$ cat src/rtl/mc_pkg.sv
// Shared types and encodings for the multi-cycle MIPS controller.
// Covers the state enum, opcode values, ALU function codes and datapath mux select codes.
package mc_pkg;

  typedef enum logic [3:0] {
    S_FETCH,
    S_DECODE,
    S_EXEC_R,
    S_WB_R,
    S_EXEC_I,
    S_WB_I,
    S_MEM_ADDR,
    S_MEM_RD,
    S_MEM_WB,
    S_MEM_WR,
    S_BRANCH,
    S_JUMP,
    S_JAL,
    S_TRAP
  } state_e;

  localparam logic [5:0] OP_RTYPE = 6'b000000;
  localparam logic [5:0] OP_LW    = 6'b100011;
  localparam logic [5:0] OP_SW    = 6'b101011;
  localparam logic [5:0] OP_BEQ   = 6'b000100;
  localparam logic [5:0] OP_J     = 6'b000010;
  localparam logic [5:0] OP_JAL   = 6'b000011;
  localparam logic [5:0] OP_ADDI  = 6'b001000;

  localparam logic [5:0] ALU_ADD = 6'h20;
  localparam logic [5:0] ALU_SUB = 6'h22;

  localparam logic       SRCA_PC = 1'b0;
  localparam logic       SRCA_A  = 1'b1;

  localparam logic [1:0] SRCB_B       = 2'd0;
  localparam logic [1:0] SRCB_FOUR    = 2'd1;
  localparam logic [1:0] SRCB_IMM     = 2'd2;
  localparam logic [1:0] SRCB_IMM_SH2 = 2'd3;

  localparam logic [1:0] PCSRC_ALU    = 2'd0;
  localparam logic [1:0] PCSRC_ALUOUT = 2'd1;
  localparam logic [1:0] PCSRC_JUMP   = 2'd2;

  localparam logic [1:0] DST_RT  = 2'd0;
  localparam logic [1:0] DST_RD  = 2'd1;
  localparam logic [1:0] DST_R31 = 2'd2;

  localparam logic [1:0] WB_ALUOUT = 2'd0;
  localparam logic [1:0] WB_MDR    = 2'd1;
  localparam logic [1:0] WB_PC     = 2'd2;

  // States that sit on a memory handshake and are subject to the timeout.
  function automatic logic is_wait_state(input state_e s);
    return (s == S_FETCH) || (s == S_MEM_RD) || (s == S_MEM_WR);
  endfunction

endpackage

$ cat src/rtl/mc_wait_timer.sv
// Memory wait-cycle counter with limit compare.
// hit fires on the wait cycle whose increment would reach LIMIT; LIMIT=0 never fires.
module mc_wait_timer #(
  parameter int LIMIT = 16
) (
  input  logic clk,
  input  logic reset,
  input  logic clr,
  input  logic inc,
  output logic hit
);

  localparam int CW = (LIMIT < 2) ? 1 : $clog2(LIMIT + 1);

  logic [CW-1:0] count;

  always_ff @(posedge clk) begin
    if (reset || clr) begin
      count <= '0;
    end else if (inc) begin
      count <= count + 1'b1;
    end
  end

  always_comb begin
    hit = (LIMIT != 0) && inc && (count == CW'(LIMIT - 1));
  end

endmodule

$ cat src/rtl/mc_ctrl_fsm.sv
// Multi-cycle MIPS control unit with ready-based memory handshakes, timeout trap,
// illegal-opcode trap and a retired-instruction counter.
module mc_ctrl_fsm
  import mc_pkg::*;
#(
  parameter int MEM_TIMEOUT = 16,
  parameter int CNTW        = 32,
  parameter int HAS_JAL     = 1
) (
  input  logic            clk,
  input  logic            reset,
  input  logic [5:0]      opcode,
  input  logic [5:0]      funct,
  input  logic            imem_ready,
  input  logic            dmem_ready,
  output logic            imem_req,
  output logic            dmem_req,
  output logic            mem_write,
  output logic            ir_write,
  output logic            pc_write,
  output logic            pc_cond,
  output logic            reg_write,
  output logic            alu_src_a,
  output logic [1:0]      alu_src_b,
  output logic [1:0]      pc_source,
  output logic [1:0]      reg_dst,
  output logic [1:0]      mem_to_reg,
  output logic [5:0]      alu_op,
  output logic            illegal,
  output logic            bus_err,
  output logic            retire,
  output logic [CNTW-1:0] instr_count
);

  state_e          state, state_nx;
  logic            illegal_q, bus_err_q;
  logic [CNTW-1:0] count_q;
  logic            set_ill, set_berr;
  logic            waiting, rdy, tmo;

  assign waiting = is_wait_state(state);
  assign rdy     = (state == S_FETCH) ? imem_ready : dmem_ready;

  mc_wait_timer #(.LIMIT(MEM_TIMEOUT)) u_wait (
    .clk   (clk),
    .reset (reset),
    .clr   (state_nx != state),
    .inc   (waiting && !rdy),
    .hit   (tmo)
  );

  always_ff @(posedge clk) begin
    if (reset) begin
      state     <= S_FETCH;
      illegal_q <= 1'b0;
      bus_err_q <= 1'b0;
      count_q   <= '0;
    end else begin
      state <= state_nx;
      if (set_ill)  illegal_q <= 1'b1;
      if (set_berr) bus_err_q <= 1'b1;
      if (retire)   count_q   <= count_q + 1'b1;
    end
  end

  always_comb begin
    state_nx   = state;
    set_ill    = 1'b0;
    set_berr   = 1'b0;
    imem_req   = 1'b0;
    dmem_req   = 1'b0;
    mem_write  = 1'b0;
    ir_write   = 1'b0;
    pc_write   = 1'b0;
    pc_cond    = 1'b0;
    reg_write  = 1'b0;
    alu_src_a  = SRCA_PC;
    alu_src_b  = SRCB_B;
    pc_source  = PCSRC_ALU;
    reg_dst    = DST_RT;
    mem_to_reg = WB_ALUOUT;
    alu_op     = 6'h00;
    retire     = 1'b0;

    case (state)
      S_FETCH: begin
        imem_req  = 1'b1;
        alu_src_b = SRCB_FOUR;
        alu_op    = ALU_ADD;
        if (imem_ready) begin
          ir_write = 1'b1;
          pc_write = 1'b1;
          state_nx = S_DECODE;
        end else if (tmo) begin
          set_berr = 1'b1;
          state_nx = S_TRAP;
        end
      end
      S_DECODE: begin
        alu_src_b = SRCB_IMM_SH2;
        alu_op    = ALU_ADD;
        case (opcode)
          OP_RTYPE:     state_nx = S_EXEC_R;
          OP_LW, OP_SW: state_nx = S_MEM_ADDR;
          OP_BEQ:       state_nx = S_BRANCH;
          OP_J:         state_nx = S_JUMP;
          OP_ADDI:      state_nx = S_EXEC_I;
          OP_JAL: begin
            if (HAS_JAL != 0) begin
              state_nx = S_JAL;
            end else begin
              set_ill  = 1'b1;
              state_nx = S_TRAP;
            end
          end
          default: begin
            set_ill  = 1'b1;
            state_nx = S_TRAP;
          end
        endcase
      end
      S_EXEC_R: begin
        alu_src_a = SRCA_A;
        alu_src_b = SRCB_B;
        alu_op    = funct;
        state_nx  = S_WB_R;
      end
      S_WB_R: begin
        reg_write = 1'b1;
        reg_dst   = DST_RD;
        retire    = 1'b1;
        state_nx  = S_FETCH;
      end
      S_EXEC_I: begin
        alu_src_a = SRCA_A;
        alu_src_b = SRCB_IMM;
        alu_op    = ALU_ADD;
        state_nx  = S_WB_I;
      end
      S_WB_I: begin
        reg_write = 1'b1;
        retire    = 1'b1;
        state_nx  = S_FETCH;
      end
      S_MEM_ADDR: begin
        alu_src_a = SRCA_A;
        alu_src_b = SRCB_IMM;
        alu_op    = ALU_ADD;
        state_nx  = (opcode == OP_SW) ? S_MEM_WR : S_MEM_RD;
      end
      S_MEM_RD: begin
        dmem_req = 1'b1;
        if (dmem_ready) begin
          state_nx = S_MEM_WB;
        end else if (tmo) begin
          set_berr = 1'b1;
          state_nx = S_TRAP;
        end
      end
      S_MEM_WB: begin
        reg_write  = 1'b1;
        mem_to_reg = WB_MDR;
        retire     = 1'b1;
        state_nx   = S_FETCH;
      end
      S_MEM_WR: begin
        dmem_req  = 1'b1;
        mem_write = 1'b1;
        if (dmem_ready) begin
          retire   = 1'b1;
          state_nx = S_FETCH;
        end else if (tmo) begin
          set_berr = 1'b1;
          state_nx = S_TRAP;
        end
      end
      S_BRANCH: begin
        alu_src_a = SRCA_A;
        alu_src_b = SRCB_B;
        alu_op    = ALU_SUB;
        pc_cond   = 1'b1;
        pc_source = PCSRC_ALUOUT;
        retire    = 1'b1;
        state_nx  = S_FETCH;
      end
      S_JUMP: begin
        pc_write  = 1'b1;
        pc_source = PCSRC_JUMP;
        retire    = 1'b1;
        state_nx  = S_FETCH;
      end
      S_JAL: begin
        reg_write  = 1'b1;
        reg_dst    = DST_R31;
        mem_to_reg = WB_PC;
        pc_write   = 1'b1;
        pc_source  = PCSRC_JUMP;
        retire     = 1'b1;
        state_nx   = S_FETCH;
      end
      S_TRAP:  state_nx = S_TRAP;
      default: state_nx = S_TRAP;
    endcase

    // Reset forces every output low in the same cycle, so an access in flight drops.
    if (reset) begin
      imem_req   = 1'b0;
      dmem_req   = 1'b0;
      mem_write  = 1'b0;
      ir_write   = 1'b0;
      pc_write   = 1'b0;
      pc_cond    = 1'b0;
      reg_write  = 1'b0;
      alu_src_a  = 1'b0;
      alu_src_b  = 2'd0;
      pc_source  = 2'd0;
      reg_dst    = 2'd0;
      mem_to_reg = 2'd0;
      alu_op     = 6'h00;
      retire     = 1'b0;
    end
  end

  assign illegal     = illegal_q & ~reset;
  assign bus_err     = bus_err_q & ~reset;
  assign instr_count = reset ? '0 : count_q;

endmodule

$ cat config.mk
export PLATFORM = sky130hd
export DESIGN_NAME = mc_ctrl_fsm
export DESIGN_NICKNAME = d
export VERILOG_FILES = /design/src/rtl/mc_pkg.sv /design/src/rtl/mc_wait_timer.sv /design/src/rtl/mc_ctrl_fsm.sv
export SDC_FILE = /design/constraint.sdc
export NUM_CORES = 1
export LEC_CHECK = 0
export CORE_AREA = 2 2 83 85
export CTS_BUF_LIST = sky130_fd_sc_hd__clkbuf_16
export DETAILED_ROUTE_END_ITERATION = 10
export DIE_AREA = 0 0 85 87
export GPL_TIMING_DRIVEN = 0
export HOLD_SLACK_MARGIN = 0.08
export PLACE_DENSITY = 0.72
export SYNTH_ARGS = -nofsm -noshare
export SYNTH_HDL_FRONTEND = slang
export SYNTH_HIERARCHICAL = 1
export SYNTH_SLANG_ARGS = --single-unit
$ cat constraint.sdc
create_clock -name clk -period 2.85 [get_ports clk]
set_input_delay 0.7125 -clock clk [delete_from_list [all_inputs] [get_ports clk]]
set_output_delay 0.7125 -clock clk [all_outputs]
set_load 0.01 [all_outputs]
==> run_results.csv, run 1 <==
group,metric,value,unit
run_status,status,"completed",
yosys,yosys.cell_count.top_type,"nor2_1",
yosys,ys_ff_latch,43,
setup_path,worstSetupStartpointType,"input pin",
yosys,yosysTopAreaCell,"dfxtp_1",
grt,grt_max_degree,15,
final_layout,area_delta_synth_final,45.2,%
cts,cts_root_buf,"clkbuf_16",
cts,cts_sinks,43,
yosys,synth_edf_count,0,
setup_path,reg2reg_setup_slack,110,ps
cts,h-tree-depth,2,
final_layout,post_route_cells_drive_above_1_share,0.170,
timing,final.min_clock_period,2780,ps
cts,clkTransAtPathRegs,60,ps
power,power_density,634,nW/um2
drt,wl,7610,um
timing,drv_slew,0,
power,clockPowerShare,0.255,
power,power.total,2.56,mW
setup_path,critPathLaunch,"reset",
timing,finalSetupViolCount,0,
floorplanning,core-area,6570,um2
yosys,synthTopCellsByCount,"55 x nor2_1, 43 x dfxtp_1, 34 x nor2b_1",
cts,cts.path.max_buffers,2,
grt,grt_pass1_vias,2570,
final_layout,finish.utilization,0.614,
setup_path,path_cells,"clkdlybuf4s15_2 > clkbuf_8 > clkbuf_2 > nor2b_1 > clkdlybuf4s50_1",
power,irDropWorstVdd,0.000439,V
power,intPower,1.61,mW
yosys,yosys_warnings,6,
yosys,yosysTopAreaCellShare,0.310,
yosys,ys_seq_area_frac,0.310,
yosys,avgSynthCellArea,7.68,um2
setup_path,crit_required,2140,ps
drt,vias,2870,
timing,finalCritPeriodShare,0.976,
grt,grtUsageTotal,0.204,
setup_path,cpLargestDelayFamily,"buffers and inverters",
grt,grt_pass1_wl,12400,um
place,gp_congestion,0.873,
yosys,syn-num-nets,381,
drt,drc_errors,0,
drt,drtAntennaViolNets,0,
timing,finalHoldViolCount,0,
setup_path,r2r_cells,12,
setup_path,r2r_end,"u_wait/count[4]",
floorplanning,start_util,0.423,
flow_run,drv_cap,0,
power,switching_share,0.370,
cts,cts_made_buffers,5,
yosys,ys_types,60,
hold_path,worstHoldPathType,"flip-flop to flip-flop",
timing,fmax,359,MHz
final_layout,n_antenna_cell,0,
final_layout,fin_area,4040,um2
place,dpl-instance-area,3610,um2
cts,cts_hold_repair.buffers,0,
place,dpl.hpwl,5420,um
power,pwr-share-comb,0.478,
timing,rsz0062_at_grt,"false",
floorplanning,die_x,85,um
yosys,synthFlopType,"dfxtp_1",
cts,worst_skew_pair.late_latency,280,ps
setup_path,cp-endpoint,"instr_count[5]",
setup_path,crit_type,"input pin to primary output",
grt,grt-ovfl-total,0,
drt,dr.pass1.iters,4,
floorplanning,die_h,87,um
yosys,synth.cell_area,2780,um2
power,power_frac_seq,0.267,
timing,worst_pin_slew,549,ps
setup_path,cp-end-kind,"primary output",
drt,drtIter0Drc,117,
setup_path,slowest_stage,"clkdlybuf4s50_1",
final_layout,nets,466,
drt,viasPerCell,5.44,
place,port_buffers,72,
power,p_leak,1.64,nW
setup_path,max_stage_delay,560,ps
floorplanning,dieArea,7400,um2
floorplanning,ioPinCount,73,
yosys,synthTopCellsByArea,"dfxtp_1 31%, nor2b_1 7.7%, nor2_1 7.4%",
setup_path,worstPathMaxFanout,10,
setup_path,reg2reg_from,"state[3]",
cts,cts_tree,"done",
timing,slew_headroom,0.632,
power,p_switching,946,uW
floorplanning,row_count,30,
yosys,syn_inst,362,
drt,post_drt_wl_per_cell,14.4,um
yosys,ys_async_sr_fraction,0,
timing,fin_skew,8.29,ps
grt,antenna_found_initial,0,
setup_path,cp.buffers_inverters,4,
setup_path,path_depth,5,
setup_path,cp.arrival,2070,ps
worst reg2reg max path: stages, from the launching register on:
cell and delay [ps]:
dfxtp_1 350, buf_6 160, nor2b_4 130, or3b_4 400, a21boi_4 160, inv_2 70, and2_4 170, o211ai_1 130
and4_4 220, a2111oi_4 380, nand2_2 110, or2_4 270, a211oi_2 140
per-stage QoR:
step | setup TNS [ps] | setup slack [ps] | instances | hold WS (ps)
CTS | -36.3 | -13.2 | 526 | 473
detailed placement | -43220 | -1220 | 514 | 456
floorplan | -63.7 | -63.7 | 362 | 429
global route | 0 | 2.50 | 528 | 515
global placement | -40430 | -1180 | 514 | 450
finish | 0 | 67.8 | 528 | 463
per-layer routing:
| layer | share of wire | track usage | vias to the layer above |
|---|---|---|---|
| met1 | 0.46 | 0.266 | 1332 |
| met4 | 0.013 | 0.0592 | 0 |
| met2 | 0.48 | 0.353 | 89 |
| li1 | - | - | 1439 |
| met5 | 0 | 0 | - |
| met3 | 0.056 | 0.0265 | 10 |
cell type report:
type,count,area (um2)
multi-input combinational,288,1930
clock inverter,3,43.8
clock buffer,5,125
sequential,43,863
inverter,7,26.3
fill,569,2530
timing repair buffer,79,778
tap,80,100
buffer,23,169
power by group through the flow:
| stage | registers, mW | clock network [mW] | logic, mW |
|---|---|---|---|
| floorplan | 0.681 | 0 | 0.732 |
| global placement | 0.690 | 0 | 1.01 |
| detailed placement | 0.691 | 0 | 1.02 |
| CTS | 0.680 | 0.662 | 1.14 |
| global route | 0.690 | 0.686 | 1.32 |
| finish | 0.685 | 0.652 | 1.22 |
sequential cells by signal (all words and copies together) (netlist names):
register / flops
u_wait/count: 5
count_q: 32
illegal_q: 1
bus_err_q: 1
state: 4
kinds of logic after synthesis:
group	after synthesis	share of synthesized area
and+or+nand+nor	198	0.387
AOI/OAI and AO/OA	59	0.146
DFF	43	0.310
buffers and inverters	31	0.0513
xor gates and xnor gates	24	0.0756
muxes	4	0.0171
adders and majority gates	3	0.0135
worst min path at each step:
| stage | from | to | slack (ps) | cells past startpoint |
|---|---|---|---|---|
| 4_1_cts | bus_err_q | bus_err_q | 470 | 2 |
| 6_report | bus_err_q | bus_err_q | 460 | 2 |
| 3_3_place_gp | illegal_q | illegal_q | 450 | 2 |
| 3_5_place_dp | bus_err_q | bus_err_q | 460 | 2 |
| 5_1_grt | bus_err_q | bus_err_q | 520 | 2 |
| 2_1_floorplan | bus_err_q | bus_err_q | 430 | 2 |
layout by cell type, fill, tap and decap left out, types with 9 or more instances in the layout:
master / count
dlymetal6s2s_1: 9
nor2_1: 54
dfxtp_1: 41
nor3_1: 12
o21ai_0: 11
nand3_1: 9
nand4_1: 12
a21oi_1: 17
buf_4: 14
nand2_1: 17
dlygate4sd2_1: 13
xnor2_1: 14
xor2_1: 10
nor2b_1: 32
clkdlybuf4s50_1: 46
timing repair:
item	in CTS	in global routing
endpoints found under the hold margin	0	0
pin swaps	12	14
gates resized for setup	74	26
setup endpoints to repair	61	21
buffers inserted	5	2
Note: power is estimated with default switching activity, not from simulation.
==> inputs of run 2 (changes only) <==
Settings changed: ABC_AREA from default to 1, CORE_AREA 2 2 83 85 to 2 2 87 89, DIE_AREA 0 0 85 87 to 0 0 89 91.
==> run_results.csv, run 2 <==
group,metric,value,unit
yosys,avgSynthCellArea,5.93,um2
setup_path,reg2reg_from,"state[2]",
hold_path,hold_start,"illegal_q",
setup_path,reg2reg_setup_slack,230,ps
timing,rsz0062_at_grt,"true",
setup_path,crit_type,"input pin to primary output",
power,clockPowerShare,0.316,
floorplanning,dieArea,8100,um2
yosys,yosysTopAreaCell,"dfxtp_1",
final_layout,nets,646,
grt,grt_pass1_wl,15400,um
drt,dr.pass1.iters,5,
cts,cts_made_buffers,5,
final_layout,largest-register,"count_q",
timing,final.min_clock_period,2820,ps
hold_path,hold_depth,2,
timing,whs,458,ps
setup_path,cp-end-kind,"primary output",
place,dpl.hpwl,7320,um
yosys,synth.cell_area,3200,um2
floorplanning,core-area,7140,um2
cts,cts_sinks,43,
yosys,yosys.cell_count.top_type,"nand2_1",
grt,grt_pass1_vias,3259,
power,power_frac_seq,0.293,
yosys,ys_seq_area_frac,0.269,
cts,cts_hold_repair.buffers,0,
place,pre_cts_ws,-1040,ps
grt,antenna_found_initial,0,
power,irDropWorstVdd,0.000427,V
cts,clkTransAtPathRegs,60,ps
setup_path,r2r_cells,19,
grt,grt-ovfl-total,0,
final_layout,largest_reg_flops,32,
setup_path,worstSetupStartpointType,"input pin",
timing,finalSetupViolCount,0,
hold_path,worstHoldPathType,"flip-flop to flip-flop",
grt,grtUsageTotal,0.238,
floorplanning,die_h,91,um
yosys,synthFlopType,"dfxtp_1",
place,gp_congestion,0.990,
final_layout,layout.cells.most_common,"nand2_1",
yosys,ys_types,32,
yosys,ys_ff_latch,43,
floorplanning,ioPinCount,73,
cts,worst_skew_pair.late_latency,290,ps
power,pwr-share-comb,0.391,
drt,drtAntennaViolNets,0,
final_layout,reg_top3,"count_q (32), u_wait/count (5), state (4)",
final_layout,mostFrequentLayoutCells,"125 x nand2_1, 97 x nor2_1, 73 x inv_1",
place,port_buffers,72,
drt,drc_errors,0,
timing,fin_ws,28.9,ps
drt,drtIter0Drc,362,
timing,worst_pin_slew,659,ps
power,power_density,548,nW/um2
yosys,synthTopCellsByCount,"127 x nand2_1, 103 x nor2_1, 74 x inv_1",
flow_run,drv_cap,0,
power,p_switching,897,uW
setup_path,critPathLaunch,"dmem_ready",
cts,cts_root_buf,"clkbuf_16",
yosys,ys_async_sr_fraction,0,
power,switching_share,0.376,
yosys,syn_inst,540,
hold_path,min_to,"illegal_q",
timing,fin_skew,8.72,ps
timing,drv_slew,0,
yosys,syn-num-nets,559,
power,p_leak,2.01,nW
timing,finalHoldViolCount,0,
final_layout,finish.utilization,0.611,
floorplanning,die_x,89,um
drt,vias,3682,
cts,h-tree-depth,2,
grt,grt_max_degree,15,
timing,fmax,354,MHz
floorplanning,row_count,31,
yosys,synthTopCellsByArea,"dfxtp_1 27%, nand2_1 15%, nor2_1 12%",
cts,cts.path.max_buffers,2,
timing,finalCritPeriodShare,0.990,
setup_path,worstPathMaxFanout,10,
drt,post_drt_wl_per_cell,13.1,um
yosys,yosys_warnings,6,
yosys,yosysTopAreaCellShare,0.269,
final_layout,post_route_cells_drive_above_1_share,0.131,
run_status,status,"completed",
setup_path,crit_required,2140,ps
power,intPower,1.49,mW
final_layout,n_antenna_cell,0,
yosys,synth_edf_count,0,
floorplanning,start_util,0.448,
timing,slew_headroom,0.561,
setup_path,r2r_end,"u_wait/count[4]",
setup_path,cp.arrival,2110,ps
drt,viasPerCell,5.06,
final_layout,area_delta_synth_final,36.2,%
drt,wl,9550,um
cts,cts_tree,"done",
[run 2: worst max path at each step]
stage / depth (start not counted) / endpoint
finish: 7 / retire
floorplan: 5 / reg_dst[1]
global route: 7 / retire
global placement: 7 / reg_dst[1]
CTS: 7 / retire
detailed placement: 7 / reg_dst[1]
[run 2: power groups by stage]
stage	Sequential (mW)	Combinational (mW)	Clock (mW)
floorplan	0.696	0.597	0
global placement	0.707	0.865	0
detailed placement	0.708	0.873	0
CTS	0.695	0.885	0.762
global route	0.704	1.03	0.790
finish	0.699	0.934	0.756
[run 2: layer usage]
layer / vias to the layer above / global-route usage / wire [um]
met5: - / 0 / 0
met4: 0 / 0.0585 / 197
met3: 19 / 0.0527 / 587
met2: 130 / 0.362 / 4240
met1: 1669 / 0.340 / 4520
li1: 1864 / - / -
[run 2: critical path, cell delays in order]
cell	delay, ps
clkdlybuf4s50_1	450
o21ai_1	250
nand2_4	100
nand2_4	110
inv_4	60
buf_6	140
dlygate4sd2_1	280
[run 2: per-stage QoR]
stage / TNS (ps) / cells / total power, mW / instance area [um2]
after floorplan: 0 / 540 / 1.29 / 3200
after global placement: -42490 / 711 / 1.57 / 4050
after detailed placement: -42340 / 711 / 1.58 / 4050
after CTS: -53.4 / 726 / 2.34 / 4330
after global routing: -55.3 / 727 / 2.53 / 4360
final: 0 / 727 / 2.39 / 4360
[run 2: layout make-up]
class / count / area, um2
clock buffer: 5 / 125
tap: 99 / 124
multi-input combinational: 402 / 1970
clock inverter: 3 / 67.6
inverter: 78 / 299
fill: 741 / 2780
timing repair buffer: 80 / 716
buffer: 17 / 193
sequential: 43 / 863
[run 2: cells by family after synthesis]
group,after synthesis,share of synthesized area
adder cells (fa/ha/maj),3,0.0117
flip-flops,43,0.269
AND/OR/NAND/NOR,322,0.433
XOR/XNOR,15,0.0410
AO/OA/AOI/OAI,62,0.113
buffers and inverters,95,0.132
[run 2: what timing repair did]
action                                  in CTS  in global routing
buffers inserted                             7                  1
endpoints found under the setup margin      60                 35
resized for setup                           87                 10
pin swaps                                    1                  2
